$ cat src/rtl/muldiv_unit.sv
// Multi-cycle HI/LO multiply/divide unit: MULT/MULTU in one cycle, DIV/DIVU by radix-2 restoring division.
// Results and the write pulse come straight from posedge flops; busy stalls the pipe until the result cycle.
module muldiv_unit #(
    parameter int DIV_CYCLES = 32
) (
    input  logic        clk,
    input  logic        rst,
    input  logic        start,
    input  logic [1:0]  op,
    input  logic [31:0] src_a,
    input  logic [31:0] src_b,
    input  logic        flush,
    output logic        busy,
    output logic        hilo_we,
    output logic [31:0] hi_wd,
    output logic [31:0] lo_wd
);

    localparam int W  = 32;
    localparam int CW = $clog2(DIV_CYCLES);

    typedef enum logic [1:0] {
        IDLE = 2'd0,
        MUL  = 2'd1,
        DIV  = 2'd2
    } state_t;

    state_t          state, state_nxt;
    logic [CW-1:0]   cnt;
    logic [W-1:0]    a_reg;      // multiplicand, or dividend shifting out / quotient shifting in
    logic [W-1:0]    b_reg;      // multiplier or divisor magnitude
    logic [W-1:0]    rem_reg;
    logic            sgn_reg;
    logic            q_neg;
    logic            r_neg;
    logic            div0;

    logic            accept;
    logic            last_iter;
    logic [W-1:0]    a_mag;
    logic [W-1:0]    b_mag;
    logic [2*W-1:0]  prod;
    logic [W:0]      r_sh;
    logic            ge;
    logic [W-1:0]    rem_nxt;
    logic [W-1:0]    quo_nxt;
    logic [W-1:0]    q_fix;
    logic [W-1:0]    r_fix;

    assign accept    = (state == IDLE) && start && !flush;
    assign busy      = accept || (state == MUL) || (state == DIV);
    assign last_iter = (state == DIV) && (cnt == CW'(DIV_CYCLES - 1));

    always_comb begin
        state_nxt = state;
        case (state)
            IDLE:    if (accept) state_nxt = op[1] ? DIV : MUL;
            MUL:     state_nxt = IDLE;
            DIV:     if (flush || last_iter) state_nxt = IDLE;
            default: state_nxt = IDLE;
        endcase
    end

    // A 64-bit product of sign- or zero-extended operands serves both MULT and MULTU.
    always_comb begin
        a_mag   = (!op[0] && src_a[W-1]) ? -src_a : src_a;
        b_mag   = (!op[0] && src_b[W-1]) ? -src_b : src_b;
        prod    = {{W{sgn_reg & a_reg[W-1]}}, a_reg} * {{W{sgn_reg & b_reg[W-1]}}, b_reg};
        r_sh    = {rem_reg, a_reg[W-1]};
        ge      = r_sh >= {1'b0, b_reg};
        rem_nxt = ge ? (r_sh[W-1:0] - b_reg) : r_sh[W-1:0];
        quo_nxt = {a_reg[W-2:0], ge};
        q_fix   = q_neg ? -quo_nxt : quo_nxt;
        r_fix   = r_neg ? -rem_nxt : rem_nxt;
    end

    always_ff @(posedge clk or posedge rst) begin
        if (rst) begin
            state   <= IDLE;
            cnt     <= '0;
            a_reg   <= '0;
            b_reg   <= '0;
            rem_reg <= '0;
            sgn_reg <= 1'b0;
            q_neg   <= 1'b0;
            r_neg   <= 1'b0;
            div0    <= 1'b0;
            hilo_we <= 1'b0;
            hi_wd   <= '0;
            lo_wd   <= '0;
        end else begin
            state   <= state_nxt;
            hilo_we <= 1'b0;
            case (state)
                IDLE: begin
                    if (accept) begin
                        cnt     <= '0;
                        rem_reg <= '0;
                        sgn_reg <= ~op[0];
                        if (op[1]) begin
                            a_reg <= a_mag;
                            b_reg <= b_mag;
                            q_neg <= ~op[0] & (src_a[W-1] ^ src_b[W-1]);
                            r_neg <= ~op[0] & src_a[W-1];
                            div0  <= (src_b == '0);
                        end else begin
                            a_reg <= src_a;
                            b_reg <= src_b;
                        end
                    end
                end
                MUL: begin
                    if (!flush) begin
                        hilo_we <= 1'b1;
                        hi_wd   <= prod[2*W-1:W];
                        lo_wd   <= prod[W-1:0];
                    end
                end
                DIV: begin
                    if (flush) begin
                        cnt <= '0;
                    end else begin
                        a_reg   <= quo_nxt;
                        rem_reg <= rem_nxt;
                        if (last_iter) begin
                            // With a zero divisor the remainder path reproduces |a|, so r_fix returns src_a.
                            cnt     <= '0;
                            hilo_we <= 1'b1;
                            hi_wd   <= r_fix;
                            lo_wd   <= div0 ? '1 : q_fix;
                        end else begin
                            cnt <= cnt + CW'(1);
                        end
                    end
                end
                default: ;
            endcase
        end
    end

endmodule
$ cat config.mk
export PLATFORM = sky130hd
export DESIGN_NAME = muldiv_unit
export DESIGN_NICKNAME = d
export VERILOG_FILES = /design/src/rtl/muldiv_unit.sv
export SDC_FILE = /design/constraint.sdc
export NUM_CORES = 2
export LEC_CHECK = 0
export BUFFER_PORTS_ARGS = -buffer_cell sky130_fd_sc_hd__buf_2
export CAP_MARGIN = 30
export CORE_ASPECT_RATIO = 0.6
export CORE_MARGIN = 2
export CORE_UTILIZATION = 35
export CTS_BUF_LIST = sky130_fd_sc_hd__clkbuf_4
export CTS_CLUSTER_SIZE = 28
export DETAILED_ROUTE_END_ITERATION = 8
export SLEW_MARGIN = 25
export SYNTH_ARGS = -nofsm -noshare
export SYNTH_HDL_FRONTEND = slang
export SYNTH_SLANG_ARGS = --single-unit
$ cat constraint.sdc
create_clock -name clk -period 10.45 [get_ports clk]
set_input_delay 1.5675 -clock clk [delete_from_list [all_inputs] [get_ports clk]]
set_output_delay 1.5675 -clock clk [all_outputs]
set_load 0.05 [all_outputs]
==> flow_metrics.tcl <==
set metrics [dict create \
    fin_crit_ns 9.62 \
    synth_seq_cells 172 \
    critical-path-slowest-cell "dfrtp_1" \
    drv_cap 0 \
    tns_ns 0 \
    ioPinCount 136 \
    period_share 0.921 \
    slew_headroom 0.287 \
    drt_iter0_drc 4322 \
    syn-num-nets 7207 \
    rsz0062_at_grt "no" \
    synth_area_leaders "fa_1, inv_1, dfrtp_1, nand2_1, ha_1" \
    final-setup-viol-count 0 \
    wire_per_inst_um 23.9 \
    required_ns 11.15 \
    path_buf_inv 4 \
    syn_avg_cell_area_sq_um 8.72 \
    grt_pass1_wl_mm 276 \
    dr.pass1.iters 8 \
    cts_buffers 17 \
    ys_seq_area_frac 0.0857 \
    cts_tree "done" \
    startpoint_type "flip-flop" \
    ctsResizeCount 0 \
    rows 107 \
    cp_top_family "adder cells" \
    ant_nets 0 \
    grt_max_degree 118 \
    arrival_ns 10.32 \
    root_buffer "clkbuf_4" \
    synth_ff_type "dfrtp_1" \
    holdBufCountCts 0 \
    clock.fmax_ghz 0.104 \
    drcViolationCount 28 \
    final_layout_size_suffix_gt1_frac 0.0629 \
    die_y_um 297 \
    netlist_area_sq_um 50200 \
    die_w_um 493 \
    clock_tree.buffer_depth 2 \
    synth_most_common_cell "inv_1" \
    gr-usage-all-layers 0.254 \
    clk_pin_slew_ns 0.19 \
    finalWirelength_mm 183 \
    cp_slowest_stage_delay_ns 1.01 \
    area_growth_syn_to_layout_pct 6.46 \
    initial_core_util 0.353 \
    netlist_top_cells_count "inv_1, fa_1, nand2_1" \
    path_common_cell "fa_1" \
    post-synth-top-area-cell "fa_1" \
    cts_sinks 172 \
    crit_type "flip-flop to flip-flop" \
    numPortBuffers 135 \
    synth_top_area_share 0.449 \
    async_flop_share 1.00 \
    gp_congestion 0.990 \
    grt_overflow_total 0 \
    dp.final_hpwl_mm 151 \
    postCtsSetupRepairBufs 0 \
    fin_skew_ns 0.0489 \
    synth_cells 5757 \
    drv_slew 0 \
    violations "design-rule violations" \
    num_vias 40200 \
    clk-insertion-delay-late_ns 0.82 \
    hold_viol_final 0 \
    end_kind "flip-flop" \
    synth_warnings 0 \
    nNetsFinal 7159 \
    die_area_sq_um 147000 \
    synth_edf_count 0 \
    core_sq_um 142000 \
    grt_pass1_vias 41100 \
    grt_antenna_before_repair 10 \
    ys_types 86 \
    viasPerCell 5.27 \
    status "complete, but fails checks" \
    worst-slew-pin-transition_ns 1.07 \
    cp_max_fo 20 \
    h-tree-depth 4 \
    hp-class "flip-flop to flip-flop" \
]
cell families (layout without fill, tap and decap cells):
group / after synthesis / count (layout) / share of synthesized area
buffers and inverters: 1523 / 1488 / 0.114
adder cells (fa/ha/maj): 1380 / 1380 / 0.512
other: 0 / 7 / 0
XOR/XNOR: 216 / 216 / 0.0377
AO/OA/AOI/OAI: 695 / 695 / 0.0866
multiplexers: 20 / 20 / 0.00404
flip-flops: 172 / 172 / 0.0857
AND/OR/NAND/NOR: 1751 / 1751 / 0.159
worst paths after layout:
check | from | to | slack (ns) | cells after the start
min | hi_wd[16] | hi_wd[16] | 0.50 | 2
max | a_reg[19] | hi_wd[31] | 0.83 | 27
min reg2reg | hi_wd[16] | hi_wd[16] | 0.50 | 2
min in group asynchronous | rst | lo_wd[17] | 0.76 | 2
max reg2reg | a_reg[19] | hi_wd[31] | 0.83 | 27
max in group asynchronous | rst | a_reg[8] | 8.31 | 3
metrics by stage:
step	std cells	setup slack [ns]	utilization	hold WS, ns	cell area (sq um)
finish	7636	0.828	0.376	0.497	53500
global route	7634	0.378	0.376	0.526	53500
CTS	7623	0.870	0.375	0.501	53300
detailed placement	7591	0.914	0.373	0.462	53000
global placement	7589	0.923	0.373	0.448	53000
floorplan	5757	2.07	-	0.445	50200
cells in the final DEF (no fill, tap or decap), types with 21 or more instances in the layout:
| cell | instances |
|---|---|
| nand4_1 | 21 |
| nor3_1 | 45 |
| inv_1 | 1180 |
| buf_4 | 128 |
| buf_2 | 135 |
| o31ai_1 | 29 |
| nand2_1 | 983 |
| xnor2_1 | 129 |
| ha_1 | 253 |
| and3_1 | 27 |
| o21ai_0 | 200 |
| fa_1 | 1125 |
| a21o_1 | 41 |
| and2_1 | 316 |
| dfrtp_1 | 169 |
| xor2_1 | 87 |
| o211ai_1 | 38 |
| nor2_1 | 194 |
| o22ai_1 | 39 |
| or3_1 | 26 |
| a21oi_1 | 164 |
| nand3_1 | 35 |
| a22oi_1 | 30 |
layer usage:
metal  track usage  share of wire
met3         0.112           0.16
met2         0.321           0.37
met5        0.0110         0.0014
met4        0.0486          0.020
met1         0.390           0.46
worst min-delay path, cell delays in order, from the launching register on:
cell     delay, ns
dfrtp_1       0.38
nand2_1       0.05
nand2_1       0.05
area by class of cell:
type	count	area (sq um)
sequential	172	4310
fill	14500	88700
tap	1907	2390
antenna	7	17.5
inverter	1185	4460
clock buffer	18	135
multi-input combinational	4062	40200
clock inverter	14	151
timing repair buffer	271	1780
Power is not shown: default switching activity piles up to over one toggle a cycle in this logic, so the estimate is an artifact.
